<file path="src/rtl/dec_scan_ctrl.sv">
// Scan sequencer for a 3-to-8 decoder: walks the unmasked channels in ascending
// order, holding each for DWELL cycles, in single-pass or continuous mode.
module dec_scan_ctrl #(
    parameter int DWELL = 4,
    parameter int CW    = 8
) (
    input  logic       clk,
    input  logic       rst_n,
    input  logic       start,
    input  logic       stop,
    input  logic       cont,
    input  logic [7:0] mask,
    output logic [2:0] a,
    output logic       En,
    output logic       busy,
    output logic       ch_tick,
    output logic       done
);

    typedef enum logic [1:0] {
        ST_IDLE = 2'd0,
        ST_SCAN = 2'd1,
        ST_DONE = 2'd2
    } state_t;

    state_t        state_q, state_d;
    logic [2:0]    a_q, a_d;
    logic          en_q, en_d;
    logic          busy_q, busy_d;
    logic          tick_q, tick_d;
    logic          done_q, done_d;
    logic [CW-1:0] cnt_q, cnt_d;
    logic [7:0]    mask_q, mask_d;
    logic          cont_q, cont_d;

    logic [2:0]    lo_in_ch;
    logic [2:0]    lo_lat_ch;
    logic [2:0]    hi_ch;
    logic          hi_found;
    logic          last_cycle;

    function automatic logic [2:0] lowest_set(input logic [7:0] m);
        logic [2:0] idx;
        lowest_set = '0;
        // Descending walk so the final hit is the lowest set bit.
        for (int unsigned i = 0; i < 8; i++) begin
            idx = 3'(7 - i);
            if (m[idx]) lowest_set = idx;
        end
    endfunction

    always_comb begin
        logic [2:0] idx;
        hi_ch    = '0;
        hi_found = 1'b0;
        for (int unsigned i = 0; i < 8; i++) begin
            idx = 3'(7 - i);
            if (mask_q[idx] && (idx > a_q)) begin
                hi_ch    = idx;
                hi_found = 1'b1;
            end
        end
    end

    assign lo_in_ch   = lowest_set(mask);
    assign lo_lat_ch  = lowest_set(mask_q);
    assign last_cycle = (cnt_q == CW'(DWELL - 1));

    always_comb begin
        state_d = state_q;
        a_d     = a_q;
        en_d    = 1'b0;
        busy_d  = 1'b0;
        tick_d  = 1'b0;
        done_d  = 1'b0;
        cnt_d   = cnt_q;
        mask_d  = mask_q;
        cont_d  = cont_q;

        unique case (state_q)
            ST_IDLE: begin
                if (start && !stop && (mask != '0)) begin
                    state_d = ST_SCAN;
                    mask_d  = mask;
                    cont_d  = cont;
                    a_d     = lo_in_ch;
                    en_d    = 1'b1;
                    busy_d  = 1'b1;
                    tick_d  = 1'b1;
                    cnt_d   = '0;
                end
            end
            ST_SCAN: begin
                if (stop) begin
                    state_d = ST_DONE;
                    done_d  = 1'b1;
                end else if (last_cycle) begin
                    if (hi_found || cont_q) begin
                        a_d    = hi_found ? hi_ch : lo_lat_ch;
                        en_d   = 1'b1;
                        busy_d = 1'b1;
                        tick_d = 1'b1;
                        cnt_d  = '0;
                    end else begin
                        state_d = ST_DONE;
                        done_d  = 1'b1;
                    end
                end else begin
                    en_d   = 1'b1;
                    busy_d = 1'b1;
                    cnt_d  = cnt_q + CW'(1);
                end
            end
            ST_DONE: begin
                state_d = ST_IDLE;
            end
            default: begin
                state_d = ST_IDLE;
            end
        endcase
    end

    always_ff @(posedge clk or negedge rst_n) begin
        if (!rst_n) begin
            state_q <= ST_IDLE;
            a_q     <= '0;
            en_q    <= 1'b0;
            busy_q  <= 1'b0;
            tick_q  <= 1'b0;
            done_q  <= 1'b0;
            cnt_q   <= '0;
            mask_q  <= '0;
            cont_q  <= 1'b0;
        end else begin
            state_q <= state_d;
            a_q     <= a_d;
            en_q    <= en_d;
            busy_q  <= busy_d;
            tick_q  <= tick_d;
            done_q  <= done_d;
            cnt_q   <= cnt_d;
            mask_q  <= mask_d;
            cont_q  <= cont_d;
        end
    end

    assign a       = a_q;
    assign En      = en_q;
    assign busy    = busy_q;
    assign ch_tick = tick_q;
    assign done    = done_q;

endmodule

</file>
<file path="config.mk">
export PLATFORM = sky130hd
export DESIGN_NAME = dec_scan_ctrl
export DESIGN_NICKNAME = d
export VERILOG_FILES = /design/src/rtl/dec_scan_ctrl.sv
export SDC_FILE = /design/constraint.sdc
export NUM_CORES = 1
export LEC_CHECK = 0
export BUFFER_PORTS_ARGS = -buffer_cell sky130_fd_sc_hd__buf_2
export CAP_MARGIN = 10
export CORE_ASPECT_RATIO = 1.75
export CORE_MARGIN = 8
export CORE_UTILIZATION = 45
export DETAILED_ROUTE_END_ITERATION = 12
export GPL_TIMING_DRIVEN = 1
export PLACE_DENSITY = 0.7
export SLEW_MARGIN = 20
export SYNTH_ARGS = -nofsm -noshare
export SYNTH_HDL_FRONTEND = slang
export SYNTH_SLANG_ARGS = --single-unit
</file>
<file path="constraint.sdc">
create_clock -name clk -period 1.7 [get_ports clk]
set_input_delay 0.34 -clock clk [delete_from_list [all_inputs] [get_ports clk]]
set_output_delay 0.34 -clock clk [all_outputs]
set_load 0.02 [all_outputs]
</file>
# Word-level counts from Yosys, hierarchy flattened
# Index checks and enable logic that the tools add are counted.
# word_totals
ff_bits,25
latchBits,0
ramBits,0
romBits,0
in_bits,13
output_inout_bits,7
word_cells,105
mem_count,0
# classes
n_addsub,1
mul,0
div_mod_pow,0
magnitude_cmp,8
n_eq_ne,9
shifts,0
muxes,60
bitwise_logic,0
reduce_logical,19
# ops
op,n
$mux 3,29
$mux 8,4
$mux 1,18
$pmux 8 s2,1
$gt 3x3->1 const A,4
$logic_and 1x1->1,10
$ne 3x3->1 const B,3
$add 8x1->8 const B,1
$eq 8x2->1 const B,1
$mux 2,4
$ne 2x2->1 const B,4
$reduce_bool 8->1,1
$gt 1x3->1 const A,2
$gt 2x3->1 const A,2
$pmux 3 s2,1
$reduce_and 5->1,1
$pmux 1 s2,2
$pmux 2 s2,1
$reduce_and 4->1,1
$reduce_and 3->1,1
$eq 2x1->1 const B,1
$logic_not 2->1,1
$reduce_and 2->1,1
$reduce_bool 2->1,1
other kinds (2),2

# Logic depth before layout (Yosys ltp)
# Gate-level depths: netlist (run 1).
# depth
ltp_word,15
mapped_depth,8

# Worst setup path after synthesis (run 1)
# Ideal clock, no wire load.
# synth_timing
kind,flip-flop to flip-flop
startpoint,register a_q[2] (netlist: a[2])
endpoint,register a_q[2] (netlist: a[2])
setup_ns,0.125
t_arrival_ns,1.792
t_required_ns,1.575
path_slack_ns,-0.217
path_stages_with_launch,9
n_path_buf,1
synth_period_minus_slack_ns,1.917
cell_sequence,dfrtp_1 -> buf_4 -> a21boi_1 -> o21ai_1 -> nand2_2 -> o311ai_2 -> and2_2 -> inv_2 -> mux2_4
# synth_via
elab_chain_cells,15
elab_cells_between_ends,40
# synth_lines
element,line_no,rtl
"start, declared",27,"logic [2:0] a_q, a_d;"
"start signal, assigned",126,a_q <= '0;
"start signal, assigned",136,a_q <= a_d;
$gt 3x3->1,58,if (mask_q[idx] && (idx > a_q)) begin
$logic_and 1x1->1,58,
$mux 3 or $mux 1 (tied branches) (8 in a row),58,
$mux 3,99,a_d = hi_found ? hi_ch : lo_lat_ch;
$mux 3,98,if (hi_found || cont_q) begin
$mux 3,97,end else if (last_cycle) begin
$mux 3,94,if (stop) begin
$pmux 3 s2,80,unique case (state_q)
# Several ways; a longest one is shown, not always the timed one. The select of a mux whose other input is x is not followed.
# A chain may end at the register's enable or synchronous reset.

# Worst setup path in the final report (run 1)
# layout_timing
startpoint,register cnt_q[5]
endpoint,register cnt_q[6]
# layout_via
elab_chain_cells,4
elab_cells_between_ends,7
# layout_lines
element,line_no,rtl
"start, declared",32,"logic [CW-1:0] cnt_q, cnt_d;"
"start signal, assigned",141,cnt_q <= cnt_d;
$add 8x1->8 or $eq 8x2->1 (tied branches),"111, 67",
$mux 8,97,
$mux 8,94,
$pmux 8 s2,80,
# Several ways; a longest one is shown, not always the timed one. The select of a mux whose other input is x is not followed.

==> impl_metrics.toml, run 1 <==
[cts]
cts_tree = "built"
htree_levels = 1
postCtsHoldBufs = 0
cts_sinks = 25
clk_latency_ns = 0.27
numCtsBuffers = 3
cts_buffer_depth = 2
clkSlewWorstSetupHoldPaths_ns = 0.09
ctsRootBufferMaster = "clkbuf_8"

[yosys]
synth_top_area_cell = "dfrtp_1"
ys_ff_latch = 25
netlist-cell-type-count = 45
synthCells = 158
async_flop_share_pct = 100.0
synth_mux_area_share_pct = 7.498
synth_top_family_by_area = "simple AND/OR/NAND/NOR gates"
synth_edf_count = 0
synth_nets = 172
synth-compound-area-share_pct = 21.40
ys.flop_type = "dfrtp_1"
synth_seq_area_share_pct = 42.12
synthMostInstantiatedCell = "dfrtp_1"
yosys-top-cells-area = "dfrtp_1 (42%), nand3_1 (4.7%), nand2_1 (4.0%), mux2_1 (3.8%), a21oi_1 (3.0%)"
synthAdderAreaFrac_pct = 0.8425
syn_area_sq_um = 1485
synth_common_cells = "dfrtp_1 (25), nand2_1 (16), nand3_1 (14)"
synthSimpleGateAreaFrac_pct = 22.49
avgSynthCellArea_sq_um = 9.400
yosys.area_share.xor_xnor_pct = 1.179
yosysTopAreaCellShare_pct = 42.12
yosys_warnings = 0

[die]
initial_core_util_pct = 47.27
num_rows = 27
dieWidth_um = 59.43
core_sq_um = 3142
die_area_sq_um = 5467
pin_count = 20
die_y_um = 92.00

[global_route]
busiest_layer = "met2"
grt_antenna_before_repair = 0
grt_pass1_vias = 1510
met3_usage_pct = 1.399
grt_pass1_wl_um = 6679
use_met1_pct = 14.56
overflow = 0
grt_use_total_pct = 15.54
met2_usage_pct = 31.16
grt_max_degree = 26

[placed_design]
dpl_cell_area_sq_um = 1962
hpwl_um = 3284
io_buffers = 19
pre_cts_ws_ns = -0.2115
gp_congestion = 0.8838

[sta]
slew_headroom_pct = 62.29
rsz0062_at_grt = "true"
clock_skew_ns = 0.008579
fin_ws_ns = -0.1230
hold_viol_final = 0
period_minus_slack_ns = 1.823
max_clock_freq_mhz = 548.5
tightest_slew_ns = 0.5657
period_share_pct = 107.2
whs_ns = 0.05687
maxSlewViolCount = 0
finalSetupViolations = 10
final.setup.tns_ns = -0.8351

[critical_path]
crit_required_ns = 1.86
crit_start = "cnt_q[5]$_DFFE_PN0P_"
start_kind = "register"
r2r-end = "cnt_q[6]$_DFFE_PN0P_"
cp.arrival_ns = 1.99
worst-path-max-fanout = 7
endpoint_kind = "register"
worstSetupPathType = "register to register"
reg2reg_depth = 7
r2r_start = "cnt_q[5]$_DFFE_PN0P_"
r2r_setup_slack_ns = -0.12

[final_layout]
regArea_sq_um = 629.4
multiInputGateArea_sq_um = 890.9
nets = 240
final_area_sq_um = 2142
syn2layout_area_growth_pct = 44.23
drive_gt1_share_pct = 48.44
fill_cells = 249
antennaDiodeCount = 0

[detailed_routing]
wl_per_cell_um = 15.53
drcViolationCount = 0
via_per_inst = 5.261
num_vias = 1410
drt_iter0_markers = 31
ant_nets = 0
first_pass_iters = 4
drt_wl_total_um = 4162

[power_and_ir_drop]
p_leak_nw = 0.9871
vdd_drop_max_uv = 816.0
total_power_mw = 2.334
power.density_nw_per_um2 = 1089

[status]
status = "finished, violations left"
violations = "negative setup slack"

[run]
maxCapViolCount = 0

[min_path]
min_path_type = "input port to asynchronous set/reset pin"
## placed cells by master, fill, tap and decap left out, drive strengths merged, types with 2 or more instances in the layout
cell	n
buf	69
nand2	17
nor2	12
nor2b	3
o31ai	5
or2	2
mux2i	4
nand3b	4
a21boi	3
o21a	3
nand3	14
nand2b	3
or4	2
o21bai	2
a21oi	13
clkbuf	3
o21ai	11
dfrtp	25
mux2	6
inv	7
## registers in the layout, summed over array words and instances, names as in the netlist
register  count
ch_tick       1
mask_q        8
busy          1
state_q       2
a             3
cont_q        1
done          1
cnt_q         8
## kinds of logic after synthesis
group                    Yosys count
flip-flops                        25
buffers and inverters             13
XOR/XNOR                           2
adder cells (fa/ha/maj)            1
AND/OR/NAND/NOR                   63
multiplexers                      10
AO/OA/AOI/OAI                     44
## routing by layer
metal	part of all wire [%]	wire length, um	up-vias
li1	-	-	697
met1	35	1471	694
met4	1.4	59	0
met3	1.5	64	4
met2	62	2565	15
met5	0	0	-
## where the power goes
group	leakage (nW)	switching, mW	internal [mW]	total, mW
registers	0.318	0.123	0.722	0.846
logic	0.647	0.581	0.546	1.13
clock network	0.0217	0.194	0.166	0.360
total	0.987	0.899	1.43	2.33
## stage by stage
| stage | util [%] | instances |
|---|---|---|
| after CTS | 65.71 | 266 |
| after detailed placement | 62.45 | 259 |
| after global placement | 62.45 | 259 |
| after global routing | 68.18 | 268 |
| after floorplan | - | 158 |
| final | 68.18 | 268 |
## layout make-up
class / instances / area share [%]
timing repair buffer: 69 / 22.90
sequential: 25 / 29.38
inverter: 7 / 1.343
tap: 43 / 2.512
multi-input combinational: 120 / 41.59
clock buffer: 3 / 1.928
clock inverter: 1 / 0.3505
## critical path, cell delays in order, from the launching register on
cell and delay (ns):
dfrtp_1 0.40, nor4_2 0.27, nand3_1 0.20, or2_4 0.32, o31ai_4 0.18, buf_6 0.17, a21oi_2 0.06, mux2i_1 0.11
## what timing repair did
action,CTS,global route
setup endpoints to repair,14,16
pin swaps,7,11
hold endpoints to repair,0,0
gates resized for setup,7,15
buffers inserted,3,2
## worst max-delay path by stage
stage	to	cells after the start
after CTS	a[1]$_DFFE_PN0P_	7
after floorplan	a[2]$_DFFE_PN0P_	8
after global routing	cnt_q[4]$_DFFE_PN0P_	7
final	cnt_q[6]$_DFFE_PN0P_	7
after global placement	mask_q[7]$_DFFE_PN0P_	5
after detailed placement	cnt_q[5]$_DFFE_PN0P_	7
Power figures use the tool's default switching activity.
==> run 2: changes to the inputs <==
==> constraint.sdc (replaced) <==
create_clock -name clk -period 1.7 [get_ports clk]
set_input_delay 0.085 -clock clk [delete_from_list [all_inputs] [get_ports clk]]
set_output_delay 0.085 -clock clk [all_outputs]
set_load 0.02 [all_outputs]
==> run 2 against run 1 <==
Effect of this change:
- the run still ends with negative setup slack left
- largest cell class unchanged
- hold slack got worse by 0.026 ns
- clock-buffer cell count rose by 1
- via count about the same
- largest power group unchanged
- sequential power hardly changed
- highest routed layer unchanged
==> impl_metrics.toml, run 2 (synthesis results as in run 1) <==
[critical_path]
endpoint_kind = "register"
cpPeakStageDelay_ns = 0.41
crit_required_ns = 1.86
r2r-end = "cnt_q[2]$_DFFE_PN0P_"
reg2reg_depth = 7
cp.arrival_ns = 2.03
worstSetupPathType = "register to register"
slowest_stage = "dfrtp_1"
cp_cell_sequence = "nor4_2, nand3_1, or2_4, o31ai_4, buf_6, a21boi_2, mux2i_1"
r2r_start = "cnt_q[5]$_DFFE_PN0P_"
start_kind = "register"
r2r_setup_slack_ns = -0.18
worst-path-max-fanout = 6

[cts]
ctsRootBufferMaster = "clkbuf_8"
cts_buffer_depth = 2
numCtsBuffers = 3
cts_tree = "built"
htree_levels = 1
clk_latency_ns = 0.26
cts_sinks = 25
clkSlewWorstSetupHoldPaths_ns = 0.09

[min_path]
holdPathStages = 2
min_path_type = "input port to register"
min_to = "cont_q$_DFFE_PN0P_"
min_from = "cont"

[sta]
rsz0062_at_grt = "true"
whs_ns = 0.03049
finalSetupViolations = 11
slew_headroom_pct = 61.39
period_share_pct = 110.3
max_clock_freq_mhz = 533.3
final.setup.tns_ns = -1.341
clock_skew_ns = 0.004520
maxSlewViolCount = 0
hold_viol_final = 0
tightest_slew_ns = 0.5791
period_minus_slack_ns = 1.875
fin_ws_ns = -0.1751

[final_layout]
nets = 233
final_area_sq_um = 2069
drive_gt1_share_pct = 43.58
stdcell_count = 261
fill_cells = 254
mostFrequentLayoutCells = "buf_4 (38), dfrtp_1 (22), buf_2 (19), nand2_1 (14)"
syn2layout_area_growth_pct = 39.34
regArea_sq_um = 629.4
finish.utilization_pct = 65.87
antennaDiodeCount = 0
final_common_cell = "buf_4"
multiInputGateArea_sq_um = 877.1

[detailed_routing]
drt_wl_total_um = 4128
first_pass_iters = 4
ant_nets = 0
wl_per_cell_um = 15.82
drt_iter0_markers = 29
num_vias = 1411
drcViolationCount = 0
via_per_inst = 5.406

[power_and_ir_drop]
total_power_mw = 2.287
p_leak_nw = 0.9628
vdd_drop_max_uv = 825.0
power.density_nw_per_um2 = 1105

[placed_design]
dp.cells = 251
dpl_cell_area_sq_um = 1886
gp_congestion = 0.8694
io_buffers = 19
pre_cts_ws_ns = -0.1627
hpwl_um = 3095

[die]
core_sq_um = 3142
initial_core_util_pct = 47.27
num_rows = 27
dieWidth_um = 59.43
pin_count = 20
die_area_sq_um = 5467
die_y_um = 92.00

[run]
maxCapViolCount = 0

[global_route]
grt_pass1_wl_um = 6989
grt_use_total_pct = 16.22
overflow = 0
grt_pass1_vias = 1517
grt_max_degree = 26
grt_antenna_before_repair = 0

[status]
status = "finished, violations left"
violations = "negative setup slack"
## run 2: worst max-delay path, delay by kind of cell (launching register included)
| family | cells | cell delay, ns |
|---|---|---|
| AND/OR/NAND/NOR | 3 | 0.79 |
| multiplexers | 1 | 0.11 |
| flip-flops | 1 | 0.41 |
| buffers and inverters | 1 | 0.17 |
| AO/OA/AOI/OAI | 2 | 0.28 |
## run 2: layout make-up
cell class / count / area share (%)
Multi-Input combinational cell: 120 / 42.38
Tap cell: 43 / 2.600
Sequential cell: 25 / 30.41
Clock buffer: 4 / 2.177
Inverter: 7 / 1.391
Timing Repair Buffer: 62 / 21.04
## run 2: power by group
part	total (mW)	leakage (nW)	internal [mW]	switching [mW]
clock	0.346	0.0228	0.167	0.179
combinational	1.09	0.622	0.526	0.566
sequential	0.849	0.318	0.723	0.126
total	2.29	0.963	1.42	0.870
## run 2: worst max path at each step
stage	start	end	cells after the start
2_1_floorplan	a[2]$_DFFE_PN0P_	a[2]$_DFFE_PN0P_	8
3_3_place_gp	cnt_q[5]$_DFFE_PN0P_	cnt_q[6]$_DFFE_PN0P_	6
3_5_place_dp	cnt_q[5]$_DFFE_PN0P_	state_q[0]$_DFFE_PN0P_	6
4_1_cts	cnt_q[2]$_DFFE_PN0P_	cnt_q[5]$_DFFE_PN0P_	7
5_1_grt	cnt_q[5]$_DFFE_PN0P_	cnt_q[5]$_DFFE_PN0P_	7
6_report	cnt_q[5]$_DFFE_PN0P_	cnt_q[2]$_DFFE_PN0P_	7
## run 2: repair_timing
item                                    4_1_cts  5_1_grt
endpoints found under the setup margin       12       15
pin swaps                                     8       10
hold endpoints to repair                     25        0
gates resized for setup                      12        7
setup buffers                                 4        1
hold buffers                                  1        0
## run 2: metal layers
| metal | vias to the layer above | track usage (%) | routed length, um |
|---|---|---|---|
| li1 | 693 | - | - |
| met1 | 680 | 16.79 | 1433 |
| met2 | 26 | 30.25 | 2449 |
| met3 | 12 | 2.098 | 121 |
| met4 | 0 | 7.229 | 124 |
| met5 | - | 0 | 0 |
==> run 3: changes to the inputs <==
- CORE_MARGIN: 8 -> not set
- SLEW_MARGIN: 20 -> not set
==> run 3 against run 2 <==
Effect of this change:
- the flow still finishes with violations (negative setup slack)
- non-clock buffer count is 1 lower
- register-to-register slack better by 0.06 ns
- sequential cell count stayed put
- setup slack better by 0.059 ns
- hold slack worse by 0.0060 ns
- clock-buffer cell count stayed put
- clock power is 3% higher
- sequential power is 1% higher
- final area stayed put
- clock skew is 0.0029 ns lower
- total power hardly changed
- critical path type unchanged
==> impl_metrics.toml, run 3 (synthesis results as in run 1) <==
[global_route]
grt_max_degree = 26
grt_use_total_pct = 25.54
grt_pass1_wl_um = 6520
grt_antenna_before_repair = 0
grt_pass1_vias = 1505
overflow = 0

[power_and_ir_drop]
vdd_drop_max_uv = 732.1
power.density_nw_per_um2 = 1104
p_leak_nw = 0.9595

[detailed_routing]
num_vias = 1443
wl_per_cell_um = 15.39
ant_nets = 0
first_pass_iters = 4
drt_wl_total_um = 4001
drt_iter0_markers = 52
via_per_inst = 5.550
drcViolationCount = 0

[critical_path]
worstSetupPathType = "register to register"
cpPeakStageDelay_ns = 0.42
cp_cell_sequence = "nor4_4, nand3_2, or2_4, buf_6, o31ai_4, a211oi_2, mux2i_1"
endpoint_kind = "register"
slowest_stage = "dfrtp_1"
r2r_setup_slack_ns = -0.12
cp.arrival_ns = 1.97
worst-path-max-fanout = 3
crit_required_ns = 1.85
start_kind = "register"

[final_layout]
syn2layout_area_growth_pct = 39.34
stdcell_count = 260
antennaDiodeCount = 0
final_common_cell = "buf_4"
fill_cells = 274
multiInputGateArea_sq_um = 888.4
drive_gt1_share_pct = 43.32
nets = 232
mostFrequentLayoutCells = "buf_4 (38), dfrtp_1 (22), buf_2 (19), nand2_1 (14), nand3_1 (13)"
regArea_sq_um = 629.4

[sta]
finalSetupViolations = 12
max_clock_freq_mhz = 550.7
tightest_slew_ns = 0.5671
period_share_pct = 106.8
hold_viol_final = 0
rsz0062_at_grt = "true"
clock_skew_ns = 0.001581
maxSlewViolCount = 0
slew_headroom_pct = 62.19
period_minus_slack_ns = 1.816
fin_ws_ns = -0.1158
whs_ns = 0.02452

[die]
dieWidth_um = 45.43
pin_count = 20
num_rows = 27
core_sq_um = 3142
die_y_um = 78.00
initial_core_util_pct = 47.27
die_area_sq_um = 3543

[min_path]
min_path_type = "input port to register"

[cts]
htree_levels = 1
cts_tree = "built"
numCtsBuffers = 3
clkSlewWorstSetupHoldPaths_ns = 0.08
cts_sinks = 25
clk_latency_ns = 0.27
cts_buffer_depth = 2
ctsRootBufferMaster = "clkbuf_8"

[status]
status = "finished, violations left"
violations = "negative setup slack"

[placed_design]
dp.cells = 251
io_buffers = 19
hpwl_um = 2916
pre_cts_ws_ns = -0.2433
gp_congestion = 0.9043

[run]
maxCapViolCount = 0
-- run 3: timing repair --
item,CTS,global route
setup endpoints to repair,13,20
hold buffers,1,0
pin swaps,7,7
setup buffers,3,1
resized for setup,9,11
hold endpoints to repair,25,0
-- run 3: critical path: cells and delay by family (launching register included) --
kind	cells	cell delay, ns
AOI/OAI and AO/OA	2	0.28
muxes	1	0.13
and+or+nand+nor	3	0.74
buffers and inverters	1	0.13
DFF	1	0.42
-- run 3: cell type report --
cell class                      instances  area share, %
Tap cell                               43          2.600
Clock buffer                            4          2.177
Timing Repair Buffer                   61          20.50
Sequential cell                        25          30.41
Multi-Input combinational cell        120          42.93
Inverter                                7          1.391
-- run 3: power breakdown --
part / internal [mW] / total, mW / switching [mW]
logic: 0.528 / 1.07 / 0.540
registers: 0.723 / 0.861 / 0.138
clock network: 0.168 / 0.356 / 0.188
-- run 3: layer usage --
metal,share of wire (%),GRT usage (%),up-vias
met5,0,0,-
li1,-,-,686
met1,35,25.38,720
met2,60,49.00,29
met3,2.0,2.093,8
met4,2.7,10.91,0
-- run 3: stage by stage --
step	area, sq um	utilization [%]	total power, mW	setup TNS [ns]
floorplan	1499	-	1.387	-0.3732
global placement	1886	60.02	1.777	-1.289
detailed placement	1886	60.02	1.808	-2.022
CTS	2012	64.04	2.215	-0.4954
global route	2069	65.87	2.431	-2.137
finish	2069	65.87	2.284	-0.6497
-- run 3: path summary, 6_finish.rpt --
kind | cells after the start | from | end
setup / recovery | 7 | cnt_q[2]$_DFFE_PN0P_ | cnt_q[5]$_DFFE_PN0P_
min in group asynchronous | 2 | rst_n | busy$_DFF_PN0_
hold / removal | 2 | cont | cont_q$_DFFE_PN0P_
hold reg to reg | 2 | mask_q[0]$_DFFE_PN0P_ | mask_q[0]$_DFFE_PN0P_
setup reg to reg | 7 | cnt_q[2]$_DFFE_PN0P_ | cnt_q[5]$_DFFE_PN0P_
max in group asynchronous | 2 | rst_n | a[1]$_DFFE_PN0P_
